$ cat config.mk
export PLATFORM = sky130hd
export DESIGN_NAME = registro_desplazamiento_universal
export DESIGN_NICKNAME = d
export VERILOG_FILES = /design/src/rtl/registro_desplazamiento_universal.sv
export SDC_FILE = /design/constraint.sdc
export NUM_CORES = 1
export LEC_CHECK = 0
export CAP_MARGIN = 0
export CORE_MARGIN = 2
export CORE_UTILIZATION = 38
export DETAILED_ROUTE_END_ITERATION = 8
export PLACE_DENSITY = 0.78
export SLEW_MARGIN = 10
export SYNTH_ARGS = -nofsm -noshare
export SYNTH_HDL_FRONTEND = slang
export SYNTH_SLANG_ARGS = --single-unit
$ cat constraint.sdc
create_clock -name CLK -period 1.5 [get_ports CLK]
set_input_delay 0.225 -clock CLK [delete_from_list [all_inputs] [get_ports CLK]]
set_output_delay 0.225 -clock CLK [all_outputs]
set_load 0.01 [all_outputs]
$ cat src/rtl/registro_desplazamiento_universal.sv
// Universal WIDTH-bit shift register: hold / shift right / shift left / load, 1-cycle latency, with a shift counter that pulses DONE.
// Define REGISTRO_ROTATE_EN to turn shifts into rotates; SIR and SIL are then ignored.
module registro_desplazamiento_universal #(
   parameter int               WIDTH   = 8,
   parameter logic [WIDTH-1:0] RST_VAL = {WIDTH{1'b0}}
) (
   input  logic                       CLK,
   input  logic                       RST,
   input  logic                       EN,
   input  logic [1:0]                 MODE,
   input  logic [WIDTH-1:0]           D,
   input  logic                       SIR,
   input  logic                       SIL,
   output logic [WIDTH-1:0]           Q,
   output logic [WIDTH-1:0]           QN,
   output logic                       SO_R,
   output logic                       SO_L,
   output logic [$clog2(WIDTH+1)-1:0] CNT,
   output logic                       DONE
);

   localparam int CW = $clog2(WIDTH + 1);
   localparam logic [CW-1:0] CNT_LAST = CW'(WIDTH - 1);

   localparam logic [1:0] MODE_HOLD  = 2'b00;
   localparam logic [1:0] MODE_RIGHT = 2'b01;
   localparam logic [1:0] MODE_LEFT  = 2'b10;
   localparam logic [1:0] MODE_LOAD  = 2'b11;

   logic [WIDTH-1:0] q_q, q_d;
   logic [CW-1:0]    cnt_q, cnt_d;
   logic             done_q, done_d;
   logic             shift;

   always_comb begin
      q_d    = q_q;
      cnt_d  = cnt_q;
      done_d = 1'b0;
      shift  = 1'b0;
      if (EN) begin
         case (MODE)
            MODE_RIGHT: begin
`ifdef REGISTRO_ROTATE_EN
               q_d = {q_q[0], q_q[WIDTH-1:1]};
`else
               q_d = {SIR, q_q[WIDTH-1:1]};
`endif
               shift = 1'b1;
            end
            MODE_LEFT: begin
`ifdef REGISTRO_ROTATE_EN
               q_d = {q_q[WIDTH-2:0], q_q[WIDTH-1]};
`else
               q_d = {q_q[WIDTH-2:0], SIL};
`endif
               shift = 1'b1;
            end
            MODE_LOAD: begin
               q_d   = D;
               cnt_d = '0;
            end
            MODE_HOLD: ;
            default: ;
         endcase
      end
      // Both directions advance the same counter; the wrap edge raises DONE.
      if (shift) begin
         if (cnt_q == CNT_LAST) begin
            cnt_d  = '0;
            done_d = 1'b1;
         end else begin
            cnt_d = cnt_q + CW'(1);
         end
      end
   end

   always_ff @(posedge CLK) begin
      if (RST) begin
         q_q    <= RST_VAL;
         cnt_q  <= '0;
         done_q <= 1'b0;
      end else begin
         q_q    <= q_d;
         cnt_q  <= cnt_d;
         done_q <= done_d;
      end
   end

   assign Q    = q_q;
   assign QN   = ~q_q;
   assign SO_R = q_q[0];
   assign SO_L = q_q[WIDTH-1];
   assign CNT  = cnt_q;
   assign DONE = done_q;

endmodule

-- After elaboration in Yosys (flattened, before gate mapping)
Cells that the tools add are included.
- bits in registers: 13
- bits of input ports: 15
- $add $sub $neg: 1
- equality and inequality tests: 4
- mux-type cells: 8
- bitwise operators: 2
- reductions and logical operators: 7
- operator list (operator ; count):
    $pmux 8 s3 ; 1
    $mux 4 ; 4
    $not 8->8 ; 1
    $add 4x1->4 const B ; 1
    $eq 2x2->1 const B ; 2
    $eq 4x3->1 const B ; 1
    $reduce_and 2->1 ; 2
    $reduce_bool 2->1 ; 2
    $reduce_or 2->1 ; 2
    $mux 1 ; 3
    $reduce_bool 3->1 ; 1
    $eq 2x1->1 const B ; 1
    $not 1->1 ; 1

-- Logic depth before layout (Yosys ltp)
Gate-level depths: netlist of run 1.
- depth after elaboration: 6
- gate-level depth with buffers: 7
- mapped depth without buffers: 5

-- Least setup slack after synthesis of run 1
Ideal clock, no wire load.
- path type: input to register
- from: input MODE[0]
- to: register cnt_q[3] (netlist: CNT[3])
- arrival: 1.253 ns
- required time: 1.426 ns
- path slack: 0.173 ns
- cell stages on the path: 5
- buffers on the path: 0
- path through: inv_1 ha_1 nand2_2 or4b_1 a31oi_1
- cells in the longest elaborated chain, start to end: 6
- RTL lines (element ; line ; text):
    from (decl) ; 10 ; input logic [1:0] MODE,
    $eq 2x2->1 / $eq 2x1->1 (equally long branches) ; 41 ; case (MODE)
    $reduce_or 2->1 (no source line) ; n/a ;
    $mux 1 ; 41 ;
    $mux 1 ; 40 ; if (EN) begin
    $reduce_bool 2->1 (no source line) ; n/a ;
    $reduce_and 2->1 (no source line) ; n/a ;
    to (signal assigned) ; 84 ; cnt_q <= cnt_d;
    to (decl) ; 31 ; logic [CW-1:0] cnt_q, cnt_d;
Several ways; a longest one is shown, not always the timed one.
A chain may end at the register's enable or synchronous reset.

-- Final worst setup path of run 1
- from: register cnt_q[0] (netlist: CNT[0])
- to: output CNT[0]
- RTL lines (element ; line ; text):
    to (decl) ; 18 ; output logic [$clog2(WIDTH+1)-1:0] CNT,
No word-level cell between the ends.

==> results of run 1 <==
## power by group through the flow
stage / sequential [uW] / combinational, uW / clock (uW)
floorplan: 403 / 105 / 0
global placement: 396 / 256 / 0
detailed placement: 398 / 260 / 0
CTS: 389 / 265 / 219
global route: 396 / 286 / 243
finish: 391 / 263 / 213
## what timing repair did
item / 4_1_cts / 5_1_grt
gates resized for setup: 5 / 7
gates cloned: 0 / 0
endpoints found under the setup margin: 2 / 11
pin swaps: 2 / 0
## routing by layer
metal / vias to the layer above / part of all wire / track usage
met5: - / 0 / 0
met4: 0 / 0.015 / 0.0811
met3: 2 / 0.073 / 0.0264
met2: 29 / 0.48 / 0.272
met1: 387 / 0.43 / 0.237
li1: 398 / - / -
## cell families (layout without fill, tap and decap cells)
| group | after synthesis | count (layout) | synth area share |
|---|---|---|---|
| AOI/OAI and AO/OA | 22 | 22 | 0.244 |
| adders and majority gates | 4 | 4 | 0.0687 |
| buffers and inverters | 17 | 62 | 0.120 |
| DFF | 13 | 13 | 0.357 |
| and+or+nand+nor | 31 | 31 | 0.210 |
## through the flow
stage               cells  setup WS (ns)  TNS [ns]
floorplan              87          0.173         0
global placement      153         -0.369     -2.71
detailed placement    153         -0.421     -3.07
CTS                   157         0.0123         0
global route          157        0.00106         0
finish                157         0.0393         0
## synth_stat cells
master    count  area share
a311oi_1      6       0.072
inv_1        10       0.052
ha_1          4       0.069
nor2_2        1      0.0086
a21oi_1       2       0.014
buf_2         1      0.0069
a31oi_1       1      0.0086
nand2_2       1      0.0086
dfxtp_1      13        0.36
and3b_2       1       0.014
nor3_1        1      0.0069
nand3_1       1      0.0069
a22oi_1       8       0.082
buf_4         4       0.041
a32oi_1       1       0.012
nor2_1        9       0.046
nor2b_1       2       0.017
buf_6         1       0.015
a311oi_2      2       0.041
nand4_1       1      0.0086
o21ai_0       2       0.014
nand3b_1      1       0.010
or4b_1        1       0.014
nand2_1      11       0.057
clkbuf_1      1      0.0051
or3b_2        1       0.012
## final cells by class
class / instances / area share
clock buffer: 4 / 0.0217
sequential: 13 / 0.222
timing repair buffer: 48 / 0.375
multi-input combinational: 57 / 0.325
tap: 25 / 0.0259
inverter: 10 / 0.0311
## state kept, by name (all words and copies together) (netlist names)
name and cells:
DONE 1, Q 8, CNT 4
## path summary, 6_finish.rpt
kind,start,end,cells after the start
worst max register to register,CNT[0],CNT[3],4
worst max-delay path,CNT[0],CNT[0],1
worst min-delay path,CNT[2],CNT[2],2
worst min register to register,CNT[2],CNT[2],2
==> impl_metrics.env, run 1 <==
export IMPL_avgViaCountPerCell=5.20
export IMPL_grt_pass1_wl_um=2790
export IMPL_slew_headroom=0.655
export IMPL_dieArea_sq_um=2280
export IMPL_multi_input_area_sq_um=393
export IMPL_dp_hpwl_um=1410
export IMPL_clock_latency_ns=0.26
export IMPL_pwr_density_cell_nw_per_um2=718
export IMPL_route_detailed_drc=0
export IMPL_syn_nets=106
export IMPL_grt_max_degree=16
export IMPL_crit_required_ns=1.27
export IMPL_crit_family="buffers and inverters"
export IMPL_fin_util=0.685
export IMPL_antenna_found_initial=0
export IMPL_cts_sinks=13
export IMPL_rrSetupSlack_ns=0.10
export IMPL_finalMaxSlewViolations=0
export IMPL_setup_worst_path_start_class="flop"
export IMPL_ys_ff_latch=13
export IMPL_period_share=0.974
export IMPL_status="complete, no violations"
export IMPL_fill_cells=155
export IMPL_worstMarginPinSlew_ns=0.515
export IMPL_slowest_stage="clkdlybuf4s50_1"
export IMPL_grt_usage=0.175
export IMPL_internal_power_uw=625
export IMPL_pin_count=38
export IMPL_drt_wl_total_um=1850
export IMPL_worstPathBufferInverterCount=1
export IMPL_min_path_type="reg2reg"
export IMPL_layout_commonest_cell="clkdlybuf4s50_1"
export IMPL_avgSynthCellArea_sq_um=8.37
export IMPL_diodes=0
export IMPL_cts_made_buffers=3
export IMPL_setup_viol=0
export IMPL_area_delta_synth_final_pct=66.0
export IMPL_max_cap_violations=0
export IMPL_syn_inst=87
export IMPL_p_seq_frac=0.451
export IMPL_final_cell_mix="clkdlybuf4s50_1, nand2_1, buf_4"
export IMPL_fp_coreArea_sq_um=1760
export IMPL_arrival_ns=1.24
export IMPL_portBuffers=37
export IMPL_holdWs_ns=0.492
export IMPL_synth_cell_area_sq_um=728
export IMPL_peakVddDrop_mv=0.424
export IMPL_ant_nets=0
export IMPL_dr_first_iter_drc_count=13
export IMPL_finalInstanceArea_sq_um=1210
export IMPL_grt_pass1_vias=660
export IMPL_comb_power_share=0.303
export IMPL_seq_area_frac_synth=0.357
export IMPL_worstPathCellList="clkdlybuf4s50_1"
export IMPL_critPathCaptureType="output port"
export IMPL_die_x_um=47.8
export IMPL_nNetsFinal=152
export IMPL_crit_fanout=5
export IMPL_p_leak_uw=0.000473
export IMPL_max_freq_ghz=0.685
export IMPL_cts_buffer_depth=2
export IMPL_total_power_uw=868
export IMPL_ff_latch_area_sq_um=268
export IMPL_num_vias=816
export IMPL_hold_viol=0
export IMPL_dr_pass1_iters=4
export IMPL_synth_cell_types=26
export IMPL_rsz0062_at_grt="false"
export IMPL_post_dp_cell_area_sq_um=1160
export IMPL_cts_hold_buf=0
export IMPL_die_y_um=47.8
export IMPL_root_buffer="clkbuf_4"
export IMPL_path_clk_slew_ns=0.08
export IMPL_crit_type="reg2out"
export IMPL_wl_per_cell_um=11.8
export IMPL_p_sw_uw=242
export IMPL_p_sw_frac=0.279
export IMPL_drive_above_1_share=0.220
export IMPL_initial_core_util=0.413
export IMPL_gp_congestion=0.769
export IMPL_grt_overflow=0
export IMPL_rows=15
export IMPL_htreeDepth=1
export IMPL_finClkSkew_ns=0.00424
export IMPL_final_min_clock_period_ns=1.46
export IMPL_power_frac_clock=0.246
export IMPL_ys_warn_count=0
export IMPL_cts_tree="done"
export IMPL_post_cts_buffers=0
export IMPL_cpPeakStageDelay_ns=0.56
Note: power is estimated with default switching activity, not from simulation.
==> run 2: changes to the inputs <==
==> constraint.sdc (replaced) <==
create_clock -name CLK -period 1.4 [get_ports CLK]
set_input_delay 0.21 -clock CLK [delete_from_list [all_inputs] [get_ports CLK]]
set_output_delay 0.21 -clock CLK [all_outputs]
set_load 0.01 [all_outputs]
==> impl_metrics.env, run 2 (same netlist as run 1, synthesis figures left out) <==
export IMPL_rows=15
export IMPL_cts_tree="done"
export IMPL_setup_worst_path_start_class="flop"
export IMPL_dp_worst_setup_slack_ns=-0.514
export IMPL_diodes=0
export IMPL_setup_viol=0
export IMPL_arrival_ns=1.12
export IMPL_initial_core_util=0.413
export IMPL_period_share=0.949
export IMPL_layout_setup_ws_ns=0.0714
export IMPL_drive_above_1_share=0.267
export IMPL_hold_viol=0
export IMPL_clock_latency_ns=0.28
export IMPL_crit_family="buffers and inverters"
export IMPL_critPathCaptureType="output port"
export IMPL_finClkSkew_ns=0.00178
export IMPL_wl_per_cell_um=12.4
export IMPL_fin_tns_setup_ns=0
export IMPL_dieArea_sq_um=2280
export IMPL_cts_hold_buf=0
export IMPL_grt_pass1_wl_um=2900
export IMPL_p_leak_uw=0.000519
export IMPL_peakVddDrop_mv=0.437
export IMPL_dp_hpwl_um=1410
export IMPL_cpPeakStageDelay_ns=0.52
export IMPL_dr_first_iter_drc_count=17
export IMPL_final_min_clock_period_ns=1.33
export IMPL_ant_nets=0
export IMPL_final_cell_mix="dlygate4sd2_1, buf_4, clkdlybuf4s50_1"
export IMPL_root_buffer="clkbuf_4"
export IMPL_worstPathCellList="clkdlybuf4s50_1"
export IMPL_fp_coreArea_sq_um=1760
export IMPL_die_x_um=47.8
export IMPL_dr_pass1_iters=4
export IMPL_grt_max_degree=16
export IMPL_avgViaCountPerCell=5.16
export IMPL_finalMaxSlewViolations=0
export IMPL_slowest_stage="clkdlybuf4s50_1"
export IMPL_die_y_um=47.8
export IMPL_min_path_type="reg2reg"
export IMPL_grt_pass1_vias=662
export IMPL_num_vias=826
export IMPL_portBuffers=37
export IMPL_layout_commonest_cell="dlygate4sd2_1"
export IMPL_crit_type="reg2out"
export IMPL_htreeDepth=1
export IMPL_grt_overflow=0
export IMPL_route_detailed_drc=0
export IMPL_antenna_found_initial=0
export IMPL_largest_reg_flops=8
export IMPL_nNetsFinal=155
export IMPL_max_freq_ghz=0.753
export IMPL_max_cap_violations=0
export IMPL_grt_usage=0.190
export IMPL_cts_buffer_depth=2
export IMPL_cts_sinks=13
export IMPL_cts_made_buffers=3
export IMPL_gp_congestion=0.771
export IMPL_slew_headroom=0.833
export IMPL_crit_fanout=1
export IMPL_pwr_density_cell_nw_per_um2=767
export IMPL_rsz0062_at_grt="false"
export IMPL_worstPathBufferInverterCount=1
export IMPL_pin_count=38
export IMPL_drt_wl_total_um=1980
export IMPL_worstMarginPinSlew_ns=0.249
export IMPL_area_delta_synth_final_pct=66.2
export IMPL_status="complete, no violations"
export IMPL_crit_required_ns=1.19
export IMPL_fill_cells=158
export IMPL_path_clk_slew_ns=0.08
-- run 2: cell count changes in the layout (fill, tap and decap cells not counted) --
cell,change
dlymetal6s2s_1,-1
or4b_4,+1
ha_1,-1
dfxtp_2,+2
clkdlybuf4s50_1,-21
dfxtp_1,-2
dlygate4sd2_1,+22
or4b_1,-1
ha_2,+1
buf_4,+3
-- run 2: layout make-up --
class                           count  area (sq um)  share of cell area
Inverter                           10          37.5              0.0310
Sequential cell                    13           270               0.223
Multi-Input combinational cell     57           399               0.330
Timing Repair Buffer               51           445               0.368
Clock buffer                        4          26.3              0.0217
Tap cell                           25          31.3              0.0259
-- run 2: power breakdown --
| part | total, uW | switching, uW | internal, uW | leakage, uW |
|---|---|---|---|---|
| logic | 264 | 120 | 144 | 0.000394 |
| registers | 418 | 24.6 | 394 | 0.000110 |
| clock network | 245 | 135 | 111 | 0.0000150 |
| total | 928 | 279 | 649 | 0.000519 |
-- run 2: path summary, 6_finish.rpt --
check	startpoint	to	slack [ns]	depth (start not counted)
max	DONE	DONE	0.07	1
min	CNT[2]	CNT[2]	0.49	2
max reg2reg	CNT[0]	CNT[0]	0.09	4
min reg2reg	CNT[2]	CNT[2]	0.49	2
-- run 2: per-stage QoR --
stage / instance area, sq um / hold slack (ns) / std cells / util / power, uW
final: 1210 / 0.494 / 160 / 0.686 / 928
after global routing: 1210 / 0.516 / 160 / 0.686 / 985
after CTS: 1200 / 0.492 / 160 / 0.682 / 932
after detailed placement: 1180 / 0.509 / 155 / 0.667 / 710
after global placement: 1180 / 0.500 / 155 / 0.667 / 705
after floorplan: 728 / 0.282 / 87 / - / 544
-- run 2: per-layer routing --
layer,global-route usage,vias up,wire length (um),part of all wire
li1,-,405,-,-
met2,0.288,28,924,0.47
met5,0,-,0,0
met1,0.231,389,888,0.45
met3,0.0302,4,106,0.053
met4,0.162,0,63,0.032
-- run 2: timing repair --
action	CTS	global route
endpoints found under the setup margin	31	1
buffers inserted	1	0
resized for setup	34	3
pin swaps	2	2
==> run 3: changes to the inputs <==
--- a/config.mk
+++ b/config.mk
@@ -5,7 +5,6 @@
 export SDC_FILE = /design/constraint.sdc
 export NUM_CORES = 1
 export LEC_CHECK = 0
-export CAP_MARGIN = 0
 export CORE_MARGIN = 2
 export CORE_UTILIZATION = 38
 export DETAILED_ROUTE_END_ITERATION = 8
==> results of run 3 <==
The final DEF is identical to that of run 2; final timing and power are the same.
